[config.mk]
export PLATFORM = sky130hd
export DESIGN_NAME = ysyx_22040895_ifq
export DESIGN_NICKNAME = d
export VERILOG_FILES = /design/src/rtl/ysyx_22040895_ifq.sv
export SDC_FILE = /design/constraint.sdc
export NUM_CORES = 1
export LEC_CHECK = 0
export ABC_AREA = 1
export CAP_MARGIN = 40
export CORE_MARGIN = 2
export CORE_UTILIZATION = 42
export DETAILED_ROUTE_END_ITERATION = 6
export SLEW_MARGIN = 20
export SYNTH_ARGS = -nofsm -noshare
export SYNTH_HDL_FRONTEND = slang
export SYNTH_SLANG_ARGS = --single-unit
export TNS_END_PERCENT = 5
[constraint.sdc]
create_clock -name clk -period 7.3 [get_ports clk]
set_input_delay 1.46 -clock clk [delete_from_list [all_inputs] [get_ports clk]]
set_output_delay 1.46 -clock clk [all_outputs]
set_load 0.01 [all_outputs]
[src/rtl/ysyx_22040895_ifq.sv]
// Instruction-fetch queue: owns the fetch PC, issues one imem request at a time,
// buffers {pc, inst} pairs in a DEPTH-entry FIFO and hands them to decode.
module ysyx_22040895_ifq #(
  parameter int                 ADDR_W   = 64,
  parameter int                 INST_W   = 32,
  parameter int                 DEPTH    = 4,
  parameter logic [ADDR_W-1:0]  RESET_PC = ADDR_W'(64'h8000_0000)
) (
  input  logic                         clk,
  input  logic                         rst,
  input  logic                         redirect_i,
  input  logic [ADDR_W-1:0]            redirect_pc_i,
  output logic                         imem_req_valid_o,
  output logic [ADDR_W-1:0]            imem_req_addr_o,
  input  logic                         imem_req_ready_i,
  input  logic                         imem_resp_valid_i,
  input  logic [INST_W-1:0]            imem_resp_inst_i,
  output logic                         inst_valid_o,
  output logic [INST_W-1:0]            inst_o,
  output logic [ADDR_W-1:0]            pc_o,
  input  logic                         inst_ready_i,
  output logic [$clog2(DEPTH):0]       count_o
);

  localparam int PTR_W = $clog2(DEPTH);
  localparam int CNT_W = PTR_W + 1;

  logic [ADDR_W-1:0] fetch_pc;
  logic [ADDR_W-1:0] req_pc;
  logic              outstanding;
  logic              drop;
  logic [PTR_W-1:0]  rd_ptr;
  logic [PTR_W-1:0]  wr_ptr;
  logic [CNT_W-1:0]  count;

  logic [INST_W-1:0] inst_mem [DEPTH];
  logic [ADDR_W-1:0] pc_mem   [DEPTH];

  logic [CNT_W:0]    in_flight;
  logic              req_fire;
  logic              resp_take;
  logic              push;
  logic              pop;

  // An outstanding request already owns a slot, so it is counted against capacity.
  assign in_flight = {1'b0, count} + (CNT_W+1)'(outstanding);

  assign imem_req_valid_o = !rst && (!outstanding || imem_resp_valid_i) &&
                            (in_flight < (CNT_W+1)'(DEPTH)) && !redirect_i;
  assign imem_req_addr_o  = fetch_pc;
  assign req_fire         = imem_req_valid_o && imem_req_ready_i;

  assign resp_take = imem_resp_valid_i && outstanding;
  assign push      = resp_take && !drop && !redirect_i;
  assign pop       = inst_valid_o && inst_ready_i && !redirect_i;

  assign inst_valid_o = (count != '0);
  assign inst_o       = inst_valid_o ? inst_mem[rd_ptr] : '0;
  assign pc_o         = inst_valid_o ? pc_mem[rd_ptr]   : '0;
  assign count_o      = count;

  // NOTE: state registers use non-blocking assignments so every register samples
  // the pre-edge values of the others, independent of statement order.
  always_ff @(posedge clk or posedge rst) begin
    if (rst) begin
      fetch_pc    <= RESET_PC;
      req_pc      <= '0;
      outstanding <= 1'b0;
      drop        <= 1'b0;
      rd_ptr      <= '0;
      wr_ptr      <= '0;
      count       <= '0;
    end else if (redirect_i) begin
      rd_ptr   <= '0;
      wr_ptr   <= '0;
      count    <= '0;
      fetch_pc <= {redirect_pc_i[ADDR_W-1:2], 2'b00};
      // A response in the redirect cycle retires the stale request on the spot;
      // otherwise the late response must be swallowed when it shows up.
      if (outstanding) begin
        if (imem_resp_valid_i) begin
          outstanding <= 1'b0;
          drop        <= 1'b0;
        end else begin
          drop <= 1'b1;
        end
      end
    end else begin
      if (req_fire) begin
        req_pc   <= fetch_pc;
        fetch_pc <= fetch_pc + ADDR_W'(4);
      end
      if (resp_take) drop <= 1'b0;
      if (req_fire)       outstanding <= 1'b1;
      else if (resp_take) outstanding <= 1'b0;

      if (push) wr_ptr <= wr_ptr + PTR_W'(1);
      if (pop)  rd_ptr <= rd_ptr + PTR_W'(1);
      case ({push, pop})
        2'b10:   count <= count + CNT_W'(1);
        2'b01:   count <= count - CNT_W'(1);
        default: count <= count;
      endcase
    end
  end

  // NOTE: the storage array is deliberately left unreset; the outputs are gated
  // by inst_valid_o, so stale contents are never observable.
  always_ff @(posedge clk) begin
    if (push) begin
      inst_mem[wr_ptr] <= imem_resp_inst_i;
      pc_mem[wr_ptr]   <= req_pc;
    end
  end

endmodule

==> results of run 1 <==
placed cells by master, fill, tap and decap left out, drive strengths merged, types with 4 or more instances in the layout:
cell type,netlist,routed
nand2,403,403
nand3,106,106
ha,5,5
o21ai,308,308
inv,143,146
clkdlybuf4s50,0,259
clkinv,3,21
buf,62,30
conb,1,4
nor2,511,511
a21oi,96,96
dfrtp,132,132
o211ai,15,15
edfxtp,376,376
xor2,8,8
clkbuf,47,72
registers in the layout, summed over array words and instances (netlist names):
signal           flops
req_pc              62
count_o              3
outstanding          1
imem_req_addr_o     62
pc_mem             248
wr_ptr               2
drop                 1
inst_mem           128
rd_ptr               2
through the flow:
stage               hold slack (ps)  setup slack [ps]  util (%)  instance area [sq um]
floorplan                       448               876         -                  22100
global placement                464              2320      48.4                  25300
detailed placement              466              2350      48.6                  25400
CTS                             484              2280      51.9                  27100
global route                    504              2080      52.0                  27200
finish                          494              2310      52.0                  27200
metal layers:
layer  vias to the layer above  track usage (%)  wire length, um
met5                         -                0               13
met3                        93             3.37             3930
met1                      7939             33.1            28500
met2                       521             36.5            29200
li1                       7934                -                -
met4                         2             7.22             1650
power breakdown:
| part | switching, mW | leakage (nW) | total, mW | internal, mW |
|---|---|---|---|---|
| combinational | 1.33 | 4.41 | 2.30 | 0.972 |
| sequential | 0.322 | 5.06 | 3.81 | 3.49 |
| clock | 1.11 | 0.836 | 2.63 | 1.53 |
| total | 2.76 | 10.3 | 8.75 | 5.99 |
logic make-up after synthesis:
family,Yosys count
AND/OR/NAND/NOR,1027
flip-flops,509
AO/OA/AOI/OAI,422
buffers and inverters,255
XOR/XNOR,10
adder cells (fa/ha/maj),6
other,1
final timing paths:
kind | slack [ps] | depth (start not counted) | end
worst min-delay path | 490 | 2 | drop
max in group asynchronous | 5030 | 3 | req_pc[49]
worst max register to register | 4210 | 9 | imem_req_addr_o[2]
worst max-delay path | 2310 | 5 | imem_req_valid_o
worst min register to register | 490 | 2 | drop
min in group asynchronous | 1240 | 2 | imem_req_addr_o[13]
cell usage after synthesis, types with 14 or more instances:
master	instances	share of area (%)
nor2_1	500	8.5
o211ai_1	15	0.51
buf_1	19	0.32
o21ai_0	293	6.6
a21oi_1	96	2.2
nand2_1	393	6.7
dfrtp_1	132	15
buf_2	35	0.79
nand3_1	105	2.4
edfxtp_1	376	51
clkbuf_1	46	0.78
o21ai_1	14	0.32
inv_1	136	2.3
worst min-delay path, stage by stage, from the launching register on:
cell and delay (ps):
dfrtp_1 340, a22oi_1 70, inv_1 50
layout make-up:
type,count,area [sq um],share of cell area [%]
clock inverter,26,221,0.814
clock buffer,72,1480,5.44
antenna,2,5.00,0.0184
inverter,146,558,2.05
tap,688,861,3.16
sequential,509,14600,53.8
multi-input combinational,1469,6500,23.9
timing repair buffer,289,2950,10.8
==> results.cfg, run 1 <==
[cts]
path_clk_slew_ps = 60
htreeDepth = 2
cts_buffer_depth = 3
cts_root_buf = clkbuf_16
cts_tree = yes
clkLatencyLatePin_ps = 600
post-cts-setup-buffers = 0
cts_sinks = 509
cts_buffers = 52
ctsHoldBuffers = 0
post_cts_resized = 0

[global_route]
antenna_found_initial = 2
grt_pass1_vias = 15700
grt_pass1_wl_mm = 94.5
grt_max_degree = 95
track_usage_pct = 23.1
grt_remaining_overflow = 0

[placement]
io_buffers = 260
dp_cells = 3099
place_congestion = 0.972
dp_hpwl_mm = 41.1

[power_and_ir_drop]
powerDensity_nw_per_um2 = 322
peakVddDrop_mv = 0.162
leakagePower_nw = 10.3
power.total_mw = 8.75

[worst_hold_path]
hp-class = reg2reg
min_from = drop

[drt]
dr.pass1.iters = 5
drc = 0
vias_per_cell = 5.15
drtIter0Drc = 1132
vias = 16500
wl_per_cell_um = 19.8
wl_mm = 63.3
final_antenna_net_count = 0

[synthesis]
muxShareOfSynthArea_pct = 0
synthCells = 2230
ys_seq_area_share_pct = 66.1
synth_edf_count = 376
syn-cell-area_sq_um = 22100
synthAdderAreaFrac_pct = 0.374
syn_avg_cell_area_sq_um = 9.91
yosys.area_share.simple_pct = 18.6
ys_warn_count = 0
synth_ff_type = edfxtp_1
synthArstFlopShare_pct = 26.1
yosys.cell_types.count = 38
synth_compound_area_share_pct = 9.78
synth_seq_cells = 509
synth_top_family_by_area = simple AND/OR/NAND/NOR gates
synthXorXnorAreaFrac_pct = 0.396

[critical_path]
required_ps = 5840
rr_startpoint = count_o[2]
slowest_stage = clkdlybuf4s50_1
cp-startpoint = rst
cpPeakStageDelay_ps = 630
arrival_ps = 3530
cp_top_family = buffers and inverters
critPathLaunchType = primary input
cp_common_cell = clkdlybuf4s50_1
crit_buf_inv = 3
endpoint_kind = primary output
worstPathCellList = clkdlybuf4s50_1 -> inv_6 -> nand3_1 -> nor3b_1 -> clkdlybuf4s50_1
path_class = in2out
crit_path_max_fanout = 41

[status]
status = finished clean

[floorplanning]
fp.dieH_um = 233
core_region_area_sq_um = 52300
initial_utilization_pct = 42.2
ios = 267
die_w_um = 233
num_rows = 84
die-area_sq_um = 54500

[timing]
worst_clock_skew_ps = 32.1
final_hold_viol_count = 0
slew_headroom_pct = 46.9
fmax_mhz = 200
grt_setup_unrepaired = false
final.setup.tns_ps = 0
finalSetupViolCount = 0
min_period_ps = 4990
worst_slew_pin_slew_ps = 797
slew_violations = 0
period_share_pct = 68.3

[cells_and_area]
fill_cells = 4608
nNetsFinal = 2575
instances_no_fill = 3201
area_delta_synth_final_pct = 23.0
drive_gt1_share_pct = 5.97

[flow_run]
cap_violations = 0
Note: power is estimated with default switching activity, not from simulation.
==> inputs of run 2 (changes only) <==
==> constraint.sdc (replaced) <==
create_clock -name clk -period 4.7 [get_ports clk]
set_input_delay 0.94 -clock clk [delete_from_list [all_inputs] [get_ports clk]]
set_output_delay 0.94 -clock clk [all_outputs]
set_load 0.01 [all_outputs]
==> run 2 against run 1 <==
- critical endpoint is now pc_o[32]
- setup slack worse by 1900 ps
- first-iteration DRC count is 23% higher
- non-clock buffer count is 2 lower
- highest routed layer is now met4
==> results.cfg, run 2 (synthesized netlist as in run 1, its figures left out) <==
[status]
status = finished clean

[cells_and_area]
nNetsFinal = 2573
stdcell_area_sq_um = 27300
drive_gt1_share_pct = 5.90
largest_reg_flops = 248
area_delta_synth_final_pct = 23.4
regMostFlops = pc_mem
fill_cells = 4659
final_common_cell = nor2_1
reg_top3 = pc_mem (248), inst_mem (128)
final_cell_mix = nor2_1 (496), nand2_1 (393), edfxtp_1 (376), o21ai_0 (293), clkdlybuf4s50_1 (259)

[cts]
post_cts_resized = 0
cts_tree = yes
cts_sinks = 509
ctsHoldBuffers = 0
htreeDepth = 2
path_clk_slew_ps = 60
cts_root_buf = clkbuf_16
cts_buffers = 52
post-cts-setup-buffers = 0
clkLatencyLatePin_ps = 590
cts_buffer_depth = 3

[global_route]
antenna_found_initial = 1
track_usage_pct = 22.9
grt_pass1_wl_mm = 94.2
grt_pass1_vias = 15600
grt_max_degree = 134
grt_remaining_overflow = 0

[floorplanning]
fp.dieH_um = 233
die_w_um = 233
die-area_sq_um = 54500
initial_utilization_pct = 42.2
ios = 267
num_rows = 84
core_region_area_sq_um = 52300

[drt]
wl_mm = 62.7
vias = 16400
drc = 0
wl_per_cell_um = 19.6
final_antenna_net_count = 0
vias_per_cell = 5.13
dr.pass1.iters = 6
drtIter0Drc = 1389

[timing]
final_hold_viol_count = 0
fin_hold_ws_ps = 488
min_period_ps = 4240
finalSetupViolCount = 0
period_share_pct = 90.3
worst_clock_skew_ps = 18.4
slew_violations = 0
slew_headroom_pct = 48.5
fmax_mhz = 236
worst_slew_pin_slew_ps = 772
grt_setup_unrepaired = false

[placement]
place_congestion = 0.996
dp_hpwl_mm = 40.7
io_buffers = 260
dpl-instance-area_sq_um = 25500

[power_and_ir_drop]
peakVddDrop_mv = 0.304
leakagePower_nw = 10.3
powerDensity_nw_per_um2 = 506

[critical_path]
arrival_ps = 3300
cpPeakStageDelay_ps = 720
worstPathCellList = inv_4 -> buf_4 -> o21ai_0 -> a21oi_1 -> clkdlybuf4s50_1
crit_path_max_fanout = 74
r2r_setup_slack_ps = 2070
required_ps = 3760
path_class = reg2out
endpoint_kind = primary output
critPathLaunchType = flip-flop
slowest_stage = dfrtp_4

[flow_run]
cap_violations = 0

[worst_hold_path]
hp-class = reg2reg
run 2: changes by cell type in the layout (fill, tap and decap cells not counted), sizes merged:
cell / change
clkbuf: -2
clkinv: -2
inv: -2
clkinvlp: +2
buf: -2
bufinv: +4
run 2: worst paths after layout:
path	start	to	cells after the start
max	rd_ptr[0]	pc_o[32]	5
min	drop	drop	2
max reg2reg	count_o[2]	imem_req_addr_o[34]	8
min reg2reg	drop	drop	2
max in group asynchronous	rst	rd_ptr[1]	3
min in group asynchronous	rst	imem_req_addr_o[24]	3
run 2: critical path, delay by kind of cell (launching register included):
kind            cells  cell delay [ps]
compound gates      2              350
buf+inv             3             1580
flops               1              720
run 2: layout make-up:
cell class | count | area [sq um] | share of cell area (%)
sequential | 509 | 14600 | 53.6
multi-input combinational | 1469 | 6500 | 23.8
timing repair buffer | 287 | 2930 | 10.7
clock buffer | 70 | 1470 | 5.39
tap | 688 | 861 | 3.15
inverter | 146 | 558 | 2.05
clock inverter | 28 | 330 | 1.21
antenna | 2 | 5.00 | 0.0183
run 2: routing by layer:
metal	track usage, %	share of wire, %
met4	6.37	2.6
met2	36.7	46
met3	3.67	6.6
met1	32.2	45
met5	0	0
run 2: stage by stage:
| step | util, % | setup slack [ps] | power (mW) | instances | TNS (ps) |
|---|---|---|---|---|---|
| after floorplan | - | -1190 | 7.61 | 2233 | -475940 |
| after global placement | 48.6 | 1030 | 9.53 | 3097 | 0 |
| after detailed placement | 48.7 | 1000 | 9.61 | 3099 | 0 |
| after CTS | 52.1 | 392 | 13.9 | 3197 | 0 |
| after global routing | 52.1 | 254 | 14.5 | 3197 | 0 |
| final | 52.1 | 455 | 13.8 | 3199 | 0 |
run 2: report_power, final:
group	internal [mW]	switching, mW	leakage, nW
clock network	2.58	1.72	0.869
registers	5.42	0.515	5.06
logic	1.51	2.04	4.39
total	9.52	4.28	10.3
==> inputs of run 3 (changes only) <==
--- a/config.mk
+++ b/config.mk
@@ -7,6 +7,7 @@
 export LEC_CHECK = 0
 export ABC_AREA = 1
 export CAP_MARGIN = 40
+export CORE_ASPECT_RATIO = 2
 export CORE_MARGIN = 2
 export CORE_UTILIZATION = 42
 export DETAILED_ROUTE_END_ITERATION = 6
==> run 3 against run 2 <==
- clock skew down 4.9 ps
- register-to-register slack about the same
- total power down 5.2%
- clock power down 18%
- clock-buffer cell count down 17
- sequential share of layout area up 0.69 points
- sequential power about the same
- non-clock buffer count up 9
- combinational power up 1%
- design area down 1.3%
- largest power group unchanged
==> results.cfg, run 3 (synthesized netlist as in run 1, its figures left out) <==
[cts]
post_cts_resized = 0
htreeDepth = 2
cts_buffer_depth = 3
cts_root_buf = clkbuf_16
path_clk_slew_ps = 60
ctsHoldBuffers = 0
cts_tree = yes
post-cts-setup-buffers = 0
cts_buffers = 44
cts_sinks = 509
clkLatencyLatePin_ps = 550

[power_and_ir_drop]
peakVddDrop_mv = 0.415
pwr-share-comb_pct = 27.5
clkPwrFrac_pct = 27.1
leakagePower_nw = 10.2
internal_power_mw = 8.88
switchingPower_mw = 4.21
power.total_mw = 13.1
swShare_pct = 32.2
powerDensity_nw_per_um2 = 486
power.share.sequential_pct = 45.3

[critical_path]
crit_buf_inv = 3
endpoint_kind = primary output
cpPeakStageDelay_ps = 760
critPathLaunchType = flip-flop
crit_path_max_fanout = 71
r2r_setup_slack_ps = 2060
cp_top_family = buffers and inverters
slowest_stage = dfrtp_4
worstPathCellList = inv_4 -> buf_12 -> o21ai_0 -> a21oi_1 -> clkdlybuf4s50_1
required_ps = 3760
path_class = reg2out
arrival_ps = 3240

[timing]
final_hold_viol_count = 0
min_period_ps = 4180
slew_violations = 0
slew_headroom_pct = 43.4
worst_clock_skew_ps = 13.5
setup_ws_ps = 520
finalSetupViolCount = 0
fmax_mhz = 239
final.setup.tns_ps = 0
period_share_pct = 88.9
worst_slew_pin_slew_ps = 849
grt_setup_unrepaired = false

[global_route]
grt_pass1_wl_mm = 98.7
antenna_found_initial = 1
grt_pass1_vias = 17000
track_usage_pct = 23.7
grt_remaining_overflow = 0
grt_max_degree = 72

[floorplanning]
die_w_um = 166
fp.dieH_um = 328
die-area_sq_um = 54600
core_region_area_sq_um = 52400
initial_utilization_pct = 42.2
ios = 267
num_rows = 119

[cells_and_area]
final_common_cell = nor2_1
stdcell_area_sq_um = 26900
nNetsFinal = 2574
area_delta_synth_final_pct = 21.9
reg_top3 = pc_mem (248), inst_mem (128)
regMostFlops = pc_mem
drive_gt1_share_pct = 5.68
largest_reg_flops = 248
final_cell_mix = nor2_1 (496), nand2_1 (393), edfxtp_1 (376), o21ai_0 (293), clkdlybuf4s50_1 (259)
instances_no_fill = 3164

[placement]
dp_hpwl_mm = 44.4
place_ws_ps = 922
dp_cells = 3083
place_congestion = 0.978
dpl-instance-area_sq_um = 25500
io_buffers = 260

[drt]
drtIter0Drc = 1046
dr.pass1.iters = 5
drc = 0
vias_per_cell = 5.27
vias = 16700
wl_mm = 65.7
final_antenna_net_count = 0
wl_per_cell_um = 20.8

[flow_run]
cap_violations = 0

[status]
status = finished clean

[worst_hold_path]
hp-class = reg2reg
## run 3: cell types whose count changed in the layout (fill, tap and decap cells not counted)
cell,previous run,this run
clkbuf_16,54,45
buf_4,17,24
bufinv_16,7,2
clkbuf_1,10,5
clkbuf_8,6,3
clkinv_2,7,10
clkinvlp_4,4,1
buf_16,1,3
inv_6,3,5
diode_2,2,1
## run 3: cell type report
| cell class | instances | area, sq um |
|---|---|---|
| antenna | 1 | 2.50 |
| timing repair buffer | 296 | 3040 |
| fill | 4706 | 25500 |
| clock inverter | 25 | 190 |
| tap | 665 | 832 |
| inverter | 146 | 558 |
| multi-input combinational | 1469 | 6500 |
| clock buffer | 53 | 1190 |
| sequential | 509 | 14600 |
## run 3: through the flow
| step | hold slack [ps] | utilization, % |
|---|---|---|
| global placement | 465 | 48.6 |
| floorplan | 448 | - |
| detailed placement | 479 | 48.7 |
| global route | 521 | 51.4 |
| finish | 497 | 51.4 |
| CTS | 498 | 51.3 |
## run 3: power by group through the flow
stage	clock network, mW	logic (mW)	registers, mW
2_1_floorplan	0	1.79	5.82
3_3_place_gp	0	3.56	5.98
3_5_place_dp	0	3.62	6.02
4_1_cts	3.62	3.64	5.93
5_1_grt	3.76	3.94	5.99
6_report	3.55	3.60	5.93
## run 3: path summary, 6_finish.rpt
| path | from | cells past startpoint | endpoint |
|---|---|---|---|
| max in group asynchronous | rst | 5 | req_pc[46] |
| setup reg to reg | imem_req_addr_o[22] | 9 | imem_req_addr_o[43] |
| hold / removal | drop | 2 | drop |
| min in group asynchronous | rst | 2 | imem_req_addr_o[5] |
| setup / recovery | rd_ptr[0] | 5 | pc_o[23] |
| hold reg to reg | drop | 2 | drop |
## run 3: worst register-to-register path, stage by stage, from the launching register on
cell,delay [ps]
dfrtp_1,460
nand2_1,100
nor2_1,440
nand2_1,320
nor2_1,640
nand3_1,260
nor2_1,140
nor2_1,50
nand2_1,80
nand2_1,40
## run 3: layer usage
layer	GRT usage, %	up-vias	part of all wire, %
met2	42.7	610	51
met4	14.3	0	6.3
met3	2.91	158	4.9
met5	0	-	0
li1	-	7933	-
met1	26.8	7974	38
